## config.mk

```make
export PLATFORM = sky130hd
export DESIGN_NAME = fifo_ctrl
export DESIGN_NICKNAME = d
export VERILOG_FILES = /design/src/rtl/fifo_ctrl.sv
export SDC_FILE = /design/constraint.sdc
export NUM_CORES = 1
export LEC_CHECK = 0
export CAP_MARGIN = 0
export CORE_ASPECT_RATIO = 0.7
export CORE_MARGIN = 2
export CORE_UTILIZATION = 52
export DETAILED_ROUTE_END_ITERATION = 10
export PLACE_DENSITY = 0.87
export SYNTH_ARGS = -nofsm -noshare
export SYNTH_HDL_FRONTEND = slang
export SYNTH_SLANG_ARGS = --single-unit
```

## constraint.sdc

```tcl
create_clock -name clk -period 6.3 [get_ports clk]
set_clock_uncertainty 0.2 [all_clocks]
set_input_delay 1.575 -clock clk [delete_from_list [all_inputs] [get_ports clk]]
set_output_delay 1.575 -clock clk [all_outputs]
set_load 0.05 [all_outputs]
```

## src/rtl/fifo_ctrl.sv

```systemverilog
// FIFO controller: pointer, occupancy, flag and state tracking for an external
// single-port-per-side FIFO memory with a one-cycle registered read port.
module fifo_ctrl #(
    parameter int unsigned DEPTH  = 150,
    parameter int unsigned PTR_W  = 12,
    parameter int unsigned AF_LVL = 140,
    parameter int unsigned AE_LVL = 10
) (
    input  logic             clk,
    input  logic             rst,
    input  logic             flush,
    input  logic             wr_req,
    input  logic             rd_req,
    output logic             mem_wr_en,
    output logic [PTR_W-1:0] mem_wr_ptr,
    output logic [PTR_W-1:0] mem_rd_ptr,
    output logic             rd_valid,
    output logic             full,
    output logic             empty,
    output logic             almost_full,
    output logic             almost_empty,
    output logic [7:0]       count,
    output logic [1:0]       state,
    output logic             overflow,
    output logic             underflow
);

    typedef enum logic [1:0] {
        ST_EMPTY  = 2'b00,
        ST_ACTIVE = 2'b01,
        ST_FULL   = 2'b10,
        ST_FLUSH  = 2'b11
    } state_e;

    localparam logic [PTR_W-1:0] PTR_LAST = PTR_W'(DEPTH - 1);
    localparam logic [7:0]       CNT_FULL = 8'(DEPTH);
    localparam logic [7:0]       CNT_AF   = 8'(AF_LVL);
    localparam logic [7:0]       CNT_AE   = 8'(AE_LVL);

    state_e           state_q, state_d;
    logic [PTR_W-1:0] wr_ptr_q, wr_ptr_d;
    logic [PTR_W-1:0] rd_ptr_q, rd_ptr_d;
    logic [7:0]       count_q, count_d;
    logic             rd_valid_q, rd_valid_d;
    logic             full_q, full_d;
    logic             empty_q, empty_d;
    logic             af_q, af_d;
    logic             ae_q, ae_d;
    logic             ovf_q, ovf_d;
    logic             udf_q, udf_d;
    logic             wr_acc;
    logic             rd_acc;
    logic             blocked;

    // Request acceptance, next-state and next-value computation
    always_comb begin
        state_d    = state_q;
        wr_ptr_d   = wr_ptr_q;
        rd_ptr_d   = rd_ptr_q;
        count_d    = count_q;
        rd_valid_d = 1'b0;
        ovf_d      = ovf_q;
        udf_d      = udf_q;

        blocked = rst || flush || (state_q == ST_FLUSH);
        wr_acc  = wr_req && !full_q  && !blocked;
        rd_acc  = rd_req && !empty_q && !blocked;

        if (wr_acc) begin
            wr_ptr_d = (wr_ptr_q == PTR_LAST) ? '0 : wr_ptr_q + PTR_W'(1);
        end
        if (rd_acc) begin
            rd_ptr_d = (rd_ptr_q == PTR_LAST) ? '0 : rd_ptr_q + PTR_W'(1);
        end
        rd_valid_d = rd_acc;

        unique case ({wr_acc, rd_acc})
            2'b10:   count_d = count_q + 8'd1;
            2'b01:   count_d = count_q - 8'd1;
            default: count_d = count_q;
        endcase

        // Error flags are sticky; FLUSH activity never counts as misuse
        if (!flush && (state_q != ST_FLUSH)) begin
            if (wr_req && full_q)  ovf_d = 1'b1;
            if (rd_req && empty_q) udf_d = 1'b1;
        end

        unique case (state_q)
            ST_EMPTY:  if (wr_acc) state_d = ST_ACTIVE;
            ST_ACTIVE: begin
                if (count_d == CNT_FULL)  state_d = ST_FULL;
                else if (count_d == 8'd0) state_d = ST_EMPTY;
            end
            ST_FULL:   if (rd_acc) state_d = ST_ACTIVE;
            ST_FLUSH:  state_d = ST_EMPTY;
            default:   state_d = ST_EMPTY;
        endcase

        if (flush) begin
            state_d  = ST_FLUSH;
            wr_ptr_d = '0;
            rd_ptr_d = '0;
            count_d  = 8'd0;
        end

        empty_d = (count_d == 8'd0);
        full_d  = (count_d == CNT_FULL);
        af_d    = (count_d >= CNT_AF);
        ae_d    = (count_d <= CNT_AE);
    end

    // State and status registers with synchronous reset
    always_ff @(posedge clk) begin
        if (rst) begin
            state_q    <= ST_EMPTY;
            wr_ptr_q   <= '0;
            rd_ptr_q   <= '0;
            count_q    <= 8'd0;
            rd_valid_q <= 1'b0;
            full_q     <= 1'b0;
            empty_q    <= 1'b1;
            af_q       <= 1'b0;
            ae_q       <= 1'b1;
            ovf_q      <= 1'b0;
            udf_q      <= 1'b0;
        end else begin
            state_q    <= state_d;
            wr_ptr_q   <= wr_ptr_d;
            rd_ptr_q   <= rd_ptr_d;
            count_q    <= count_d;
            rd_valid_q <= rd_valid_d;
            full_q     <= full_d;
            empty_q    <= empty_d;
            af_q       <= af_d;
            ae_q       <= ae_d;
            ovf_q      <= ovf_d;
            udf_q      <= udf_d;
        end
    end

    assign mem_wr_en    = wr_acc;
    assign mem_wr_ptr   = wr_ptr_q;
    assign mem_rd_ptr   = rd_ptr_q;
    assign rd_valid     = rd_valid_q;
    assign full         = full_q;
    assign empty        = empty_q;
    assign almost_full  = af_q;
    assign almost_empty = ae_q;
    assign count        = count_q;
    assign state        = state_q;
    assign overflow     = ovf_q;
    assign underflow    = udf_q;

endmodule
```

# --- Word level (Yosys, flattened, before mapping) ---
# Cells that the tools add are included.
classes:
  mul: 0
  eq_ne: 13
  n_reduce_logical: 20
  n_shift: 0
  n_div: 0
  n_bitwise: 0
  magnitude_cmp: 2
  n_addsub: 4
  mux: 10
ops:
  columns: ["cell", "count"]
  rows:
  - ["$add A12 B1 Y12 const B", 2]
  - ["$eq A12 B8 Y1 const B", 2]
  - ["$mux W12", 2]
  - ["$eq A8 B8 Y1 const B", 2]
  - ["$logic_not A8 Y1", 2]
  - ["$pmux W8 S2", 1]
  - ["$mux W2", 5]
  - ["$add A8 B1 Y8 const B", 1]
  - ["$ge A8 B8 Y1 const B", 1]
  - ["$le A8 B4 Y1 const B", 1]
  - ["$mux W8", 1]
  - ["$pmux W2 S4", 1]
  - ["$sub A8 B1 Y8 const B", 1]
  - ["$logic_and A1 B1 Y1", 7]
  - ["$eq A2 B2 Y1 const B", 3]
  - ["$ne A3 B3 Y1 const B", 2]
  - ["$eq A2 B1 Y1 const B", 2]
  - ["$logic_not A1 Y1", 4]
  - ["$ne A4 B4 Y1 const B", 1]
  - ["$reduce_and A2 Y1", 2]
  - ["$reduce_and A3 Y1", 1]
  - ["$logic_not A2 Y1", 1]
  - ["$logic_or A1 B1 Y1", 2]
  - ["$ne A2 B2 Y1 const B", 1]
  - ["$reduce_or A2 Y1", 1]
word_totals:
  regBits: 41
  memories: 0
  ramBits: 0
  latch_bits: 0
  rom_bits: 0
  inputBits: 5
  out_inout_bits: 42

# --- Logic depth before layout (Yosys ltp) ---
# Gate-level depths: netlist of run 1.
logic_depth:
  ltp_word: 11
  depth_mapped: 16

# --- Worst setup path before layout of run 1 ---
# Ideal clock, no wire load.
synth_path:
  path_type: "input to register"
  startpoint: "in rst"
  endpoint: "reg state_q[0] (netlist: state[0])"
  cell_stages: 16
  t_arrival_ns: 4.883
  t_required_ns: 5.983
  path_buffers: 3
  setup_time_ns: 0.117
  path_slack_ns: 1.100
  cell_sequence: "a211oi_1 and3b_1 buf_2 inv_1 ha_1 buf_6 buf_6 xor2_1 ha_1 a21oi_4 xnor2_1 nand2_2 xnor2_1 or4b_4 o31a_1 o2bb2ai_1"
synth_between:
  elab_chain_cells: 10
synth_rtl:
  columns: ["element", "line", "rtl"]
  rows:
  - ["start: declaration", "10", "input logic rst,"]
  - ["$logic_or A1 B1 Y1 (*) (2 in a row)", "65", "blocked = rst || flush || (state_q == ST_FLUSH);"]
  - ["$logic_not A1 Y1 (*)", "66", "wr_acc = wr_req && !full_q && !blocked;"]
  - ["$logic_and A1 B1 Y1 (*)", "66", null]
  - ["net mem_wr_en", "14", "output logic mem_wr_en,"]
  - ["$eq A2 B1 Y1 / $eq A2 B2 Y1 (equally long branches)", "77", "unique case ({wr_acc, rd_acc})"]
  - ["$pmux W8 S2", "77", null]
  - ["$eq A8 B8 Y1", "92", "if (count_d == CNT_FULL) state_d = ST_FULL;"]
  - ["$mux W2", "92", null]
  - ["$pmux W2 S4", "89", "unique case (state_q)"]
  - ["$mux W2", "100", "if (flush) begin"]
  - ["end signal: assignment", "128", "state_q <= state_d;"]
  - ["end: declaration", "40", "state_e state_q, state_d;"]
# The timed path passes the listed nets; every way through them passes the cells marked *.
# A chain may end at the register's enable or synchronous reset.

# --- Worst setup path in the final report of run 1 ---
layout_path:
  startpoint: "in rst"
  endpoint: "out mem_wr_en"
layout_between:
  elab_chain_cells: 4
layout_rtl:
  columns: ["element", "line"]
  rows:
  - ["$logic_or A1 B1 Y1 (2 in a row)", "65"]
  - ["$logic_not A1 Y1", "66"]
  - ["$logic_and A1 B1 Y1", "66"]
  - ["end: declaration", "14"]
# No other way between the ends.

==> flow_summary_export.csv, run 1 <==
group,metric,value,unit
detailed_routing,drt_iter0_markers,192,
power,switchingPower,0.124,mW
cts,numCtsBuffers,5,
detailed_routing,routedWlPerCell,15.4,um
outcome,status,"finished clean",
floorplanning,die_h,61.3,um
synth,yosysTopAreaCell,"dfxtp_1",
setup_path,slowest_stage,"clkdlybuf4s50_1",
sta,worst_slack,0.540,ns
detailed_routing,drc,0,
cts,insertion_delay,0.30,ns
cts,h-tree-depth,2,
setup_path,cpPeakStageDelay,0.89,ns
power,seqPwrFrac,0.501,
power,p_clk_frac,0.416,
detailed_routing,wl,5.90,mm
finish,stdcell_count,383,
floorplanning,io-pin-count,47,
setup_path,cp-end-kind,"primary output",
sta,fin_crit_sh,0.914,
placed_design,dp_worst_setup_slack,0.434,ns
synth,syn_inst,284,
power,comb_power_share,0.082,
floorplanning,die_w,85.9,um
floorplanning,row_count,20,
setup_path,cp.arrival,3.99,ns
placed_design,gp_congestion,0.865,
detailed_routing,ant_nets,0,
cts,cts.sinks,41,
detailed_routing,drt_first_pass_iters,4,
detailed_routing,vias_per_cell,5.95,
global_route,grt_max_degree,16,
global_route,antenna_found_initial,0,
global_route,grt_pass1_wl,9.41,mm
hold_path,holdCritStartpoint,"empty",
job,max_cap_violations,0,
power,internal_power,0.406,mW
sta,worstMarginPinSlew,0.848,ns
sta,setup-violations-final,0,
sta,rsz0062_at_grt,"false",
cts,cts_tree,"built",
finish,nets,340,
setup_path,path_cells,"clkdlybuf4s50_1 > a211oi_1 > and3b_1 > clkdlybuf4s50_1",
power,p_per_area,176,mW/mm^2
sta,timing.setup.tns,0,ns
placed_design,dp_cells,375,
finish,areaGrowthSynthToFinish,23.6,%
detailed_routing,vias,2277,
synth,seq_area_frac_synth,0.336,
sta,slew_headroom,0.429,
setup_path,cp_common_cell,"clkdlybuf4s50_1",
cts,clockBufferDepth,2,
power,worst_ir_drop_vdd,116,uV
hold_path,hold_class,"register to register",
setup_path,path_class,"primary input to primary output",
sta,report.final.slew_viol_count,0,
synth,synth_warnings,0,
cts,post_cts_buffers,0,
finish,diodes,0,
floorplanning,start_util,0.551,
floorplanning,dieArea,0.00527,mm^2
finish,drive_above_1_share,0.0793,
sta,finalCriticalPeriod,5.76,ns
synth,netlist.area_leader.share,0.336,
setup_path,r2r_start,"state[1]",
cts,cts_resized,0,
sta,finalHoldViolCount,0,
cts,clk_pin_slew,0.07,ns
synth,syn_area,0.00244,mm^2
setup_path,cp-start-kind,"primary input",
finish,utilization,0.682,
synth,synth_flop_cell,"dfxtp_1",
global_route,overflow,0,
sta,max_freq,174,MHz
global_route,grt_pass1_vias,1877,
setup_path,critPathMaxFanout,11,
synth,synth_area_leaders,"dfxtp_1 (34%), xor2_1 (7.2%), nor2_1 (5.7%), ha_1 (4.1%), nand2_1 (3.2%)",
synth,synth_cell_types,60,
placed_design,dpl.hpwl,4.31,mm
setup_path,crit_start,"rst",
global_route,gr-usage-all-layers,0.229,
synth,ys_async_sr_fraction,0,
placed_design,portBuffers,46,
synth,synth_edf_count,0,
synth,avgSynthCellArea,8.60,um^2
synth,synth.net_count,297,
setup_path,crit_required,4.53,ns
power,switching_share,0.233,
synth,ys_seq_elements,41,
cts,clock-root-buffer,"clkbuf_8",
sta,fin_hold_ws,0.282,ns
floorplanning,core_area,0.00443,mm^2
power,power.leakage,1.08,nW
cts,ctsHoldBuffers,0,
-- critical path, delay by kind of cell --
family / cells / cell delay, ns
AOI/OAI and AO/OA: 1 / 0.51
buffers and inverters: 2 / 1.43
and+or+nand+nor: 1 / 0.47
-- power groups by stage --
stage / registers (mW) / clock network [mW] / logic [mW]
4_1_cts: 0.265 / 0.222 / 0.0431
2_1_floorplan: 0.280 / 0 / 0.0190
3_5_place_dp: 0.272 / 0 / 0.0427
5_1_grt: 0.266 / 0.231 / 0.0463
6_report: 0.266 / 0.221 / 0.0437
3_3_place_gp: 0.271 / 0 / 0.0417
-- state kept, by name, indices dropped and copies added (netlist names) --
name,flops
almost_empty,1
almost_full,1
count,8
empty,1
full,1
mem_rd_ptr,12
mem_wr_ptr,12
overflow,1
rd_valid,1
state,2
underflow,1
-- layout make-up --
| class | instances | area (um^2) |
|---|---|---|
| Fill cell | 336 | 1410 |
| Timing Repair Buffer | 50 | 490 |
| Tap cell | 55 | 68.8 |
| Clock inverter | 1 | 30.0 |
| Multi-Input combinational cell | 216 | 1470 |
| Clock buffer | 7 | 86.3 |
| Sequential cell | 41 | 821 |
| Inverter | 13 | 48.8 |
-- cells in the final DEF (no fill, tap or decap), types with 3 or more instances in the layout --
cell type         n
nand3_1          11
a211oi_1          5
inv_1            12
buf_4             4
clkdlybuf4s50_1  46
a21oi_1           8
xnor2_1           9
nor2_1           37
o21ai_0           7
ha_1              8
nand4_1          11
dfxtp_1          41
nor3b_1           8
nand4b_1          5
nor4b_1           3
and3_1            8
clkbuf_8          6
o211ai_1          5
nand2_1          21
and4_1            4
xor2_1           20
-- worst paths after layout --
check / endpoint / slack (ns) / cells after the start
worst max register to register: state[0] / 2.06 / 13
worst min register to register: rd_valid / 0.28 / 1
worst max-delay path: mem_wr_en / 0.54 / 4
worst min-delay path: rd_valid / 0.28 / 1
-- through the flow --
step | total power, mW | area [um^2]
after floorplan | 0.299 | 2440
after global placement | 0.313 | 2900
after detailed placement | 0.314 | 2900
after CTS | 0.531 | 3020
after global routing | 0.543 | 3020
final | 0.530 | 3020
-- Yosys cell counts, drive strengths merged, types with 4 or more instances --
cell    number
nor3b        8
dfxtp       41
nor2        37
xnor2        9
nand4b       5
inv         13
a21oi       10
o21ai        8
nand3       11
and3         8
xor2        20
a211oi       6
nand2       22
nand4       11
nor4b        4
and4         4
buf         12
ha           8
o211ai       5
-- logic make-up after synthesis --
| group | after synthesis | share of synthesized area |
|---|---|---|
| AND/OR/NAND/NOR | 130 | 0.311 |
| AO/OA/AOI/OAI | 47 | 0.139 |
| flip-flops | 41 | 0.336 |
| XOR/XNOR | 29 | 0.104 |
| buffers and inverters | 27 | 0.0604 |
| adder cells (fa/ha/maj) | 8 | 0.0410 |
| multiplexers | 2 | 0.00820 |
-- metal layers --
| layer | wire length (um) | GRT usage |
|---|---|---|
| met2 | 2580 | 0.337 |
| met5 | 0 | 0 |
| met3 | 431 | 0.0483 |
| met1 | 2840 | 0.340 |
| met4 | 58 | 0.0658 |
No activity file was read; power rests on OpenSTA's default activity.
==> run 2, diff against run 1 <==
--- a/config.mk
+++ b/config.mk
@@ -8,9 +8,9 @@
 export CAP_MARGIN = 0
 export CORE_ASPECT_RATIO = 0.7
 export CORE_MARGIN = 2
-export CORE_UTILIZATION = 52
+export CORE_UTILIZATION = 41
 export DETAILED_ROUTE_END_ITERATION = 10
-export PLACE_DENSITY = 0.87
+export PLACE_DENSITY = 0.73
 export SYNTH_ARGS = -nofsm -noshare
 export SYNTH_HDL_FRONTEND = slang
 export SYNTH_SLANG_ARGS = --single-unit
==> run 2 against run 1 <==
Net effect: via count down 3.1%; sequential power about the same; critical path type unchanged; sequential share of layout area rose by 0.079 points; flip-flop and latch count unchanged; global-route usage down 4.8 points; first-iteration DRC count shrank 21%; fmax is 1.3% higher.
==> flow_summary_export.csv, run 2 (synthesized netlist as in run 1, its figures left out) <==
group,metric,value,unit
setup_path,path_class,"primary input to primary output",
sta,report.final.slew_viol_count,0,
global_route,overflow,0,
setup_path,ff2ff_setup_slack,2.22,ns
setup_path,cp-start-kind,"primary input",
cts,cts.sinks,41,
placed_design,portBuffers,46,
finish,drive_above_1_share,0.0793,
finish,ff_latch_area,821,um^2
floorplanning,core_area,0.00573,mm^2
cts,numCtsBuffers,5,
global_route,gr-usage-all-layers,0.181,
global_route,grt_util_met1,0.270,
placed_design,dp_cells,395,
cts,clockBufferDepth,2,
cts,ctsHoldBuffers,0,
setup_path,crit_required,4.53,ns
floorplanning,start_util,0.426,
sta,fin_crit_sh,0.903,
sta,finalHoldViolCount,0,
cts,clk_pin_slew,0.08,ns
sta,timing.setup.tns,0,ns
detailed_routing,routedWlPerCell,14.7,um
finish,final_cell_mix,"clkdlybuf4s50_1 (46), dfxtp_1 (41), nor2_1 (37)",
detailed_routing,ant_nets,0,
floorplanning,dieArea,0.00660,mm^2
global_route,grt_pass1_wl,9.23,mm
sta,setup-violations-final,0,
global_route,met2_usage,0.266,
detailed_routing,vias,2206,
power,power.leakage,1.07,nW
finish,stdcell_count,403,
power,worst_ir_drop_vdd,86.5,uV
sta,finalCriticalPeriod,5.69,ns
placed_design,dpl.hpwl,4.39,mm
detailed_routing,drt_first_pass_iters,4,
detailed_routing,wl,5.93,mm
global_route,grt_pass1_vias,1920,
floorplanning,row_count,23,
finish,multi_input_area,0.00147,mm^2
global_route,antenna_found_initial,0,
floorplanning,die_h,68.6,um
sta,rsz0062_at_grt,"false",
finish,diodes,0,
finish,nets,340,
setup_path,critPathMaxFanout,11,
cts,cts_resized,0,
detailed_routing,drt_iter0_markers,152,
floorplanning,io-pin-count,47,
sta,max_freq,176,MHz
cts,clock-root-buffer,"clkbuf_8",
sta,slew_headroom,0.426,
cts,post_cts_buffers,0,
finish,areaGrowthSynthToFinish,23.3,%
detailed_routing,vias_per_cell,5.47,
cts,insertion_delay,0.29,ns
finish,fillers,542,
floorplanning,die_w,96.3,um
outcome,status,"finished clean",
placed_design,gp_congestion,0.832,
setup_path,cp-end-kind,"primary output",
global_route,busiest_layer,"met1",
finish,layout_commonest_cell,"clkdlybuf4s50_1",
setup_path,cp.arrival,3.91,ns
global_route,grt_max_degree,16,
cts,h-tree-depth,2,
power,p_per_area,158,mW/mm^2
hold_path,hold_class,"register to register",
global_route,globalRouteMet3Util,0.0478,
detailed_routing,drc,0,
cts,cts_tree,"built",
sta,worstMarginPinSlew,0.847,ns
job,max_cap_violations,0,
## run 2: cell types whose count changed in the layout (fill, tap and decap cells not counted), sizes merged
cell and delta:
bufinv -1, clkinv +2, clkbuf -1
## run 2: final timing paths
check             depth (start not counted)      start         to
setup / recovery                          4        rst  mem_wr_en
setup reg to reg                         13   state[1]   state[0]
hold reg to reg                           2  underflow  underflow
hold / removal                            2  underflow  underflow
## run 2: power by group
| part | switching, mW | internal, mW | total, mW |
|---|---|---|---|
| combinational | 0.0274 | 0.0155 | 0.0429 |
| clock | 0.0900 | 0.0769 | 0.167 |
| sequential | 0.00374 | 0.262 | 0.265 |
## run 2: metal layers
layer | vias to the layer above | wire length (um)
met3 | 4 | 339
li1 | 1110 | -
met5 | - | 0
met1 | 1029 | 3040
met4 | 0 | 23
met2 | 63 | 2520
## run 2: critical path: stages
cell,delay (ns)
clkdlybuf4s50_1,0.53
a211oi_1,0.47
and3b_1,0.44
clkdlybuf4s50_1,0.89
## run 2: per-stage QoR
step	worst slack (ns)	util	area, um^2	power [mW]	hold slack [ns]
5_1_grt	0.383	0.526	3010	0.494	0.321
6_report	0.611	0.526	3010	0.475	0.276
4_1_cts	0.610	0.526	3010	0.480	0.278
3_3_place_gp	0.633	0.511	2930	0.314	0.269
2_1_floorplan	1.10	-	2440	0.299	0.452
3_5_place_dp	0.465	0.511	2930	0.314	0.264
## run 2: cell type report
class                   instances  area share
multi-input cells             216       0.490
well taps                      75      0.0312
clock inverters                 2     0.00333
inverters                      13      0.0162
flip-flops and latches         41       0.273
repair buffers                 50       0.163
clock buffers                   6      0.0241
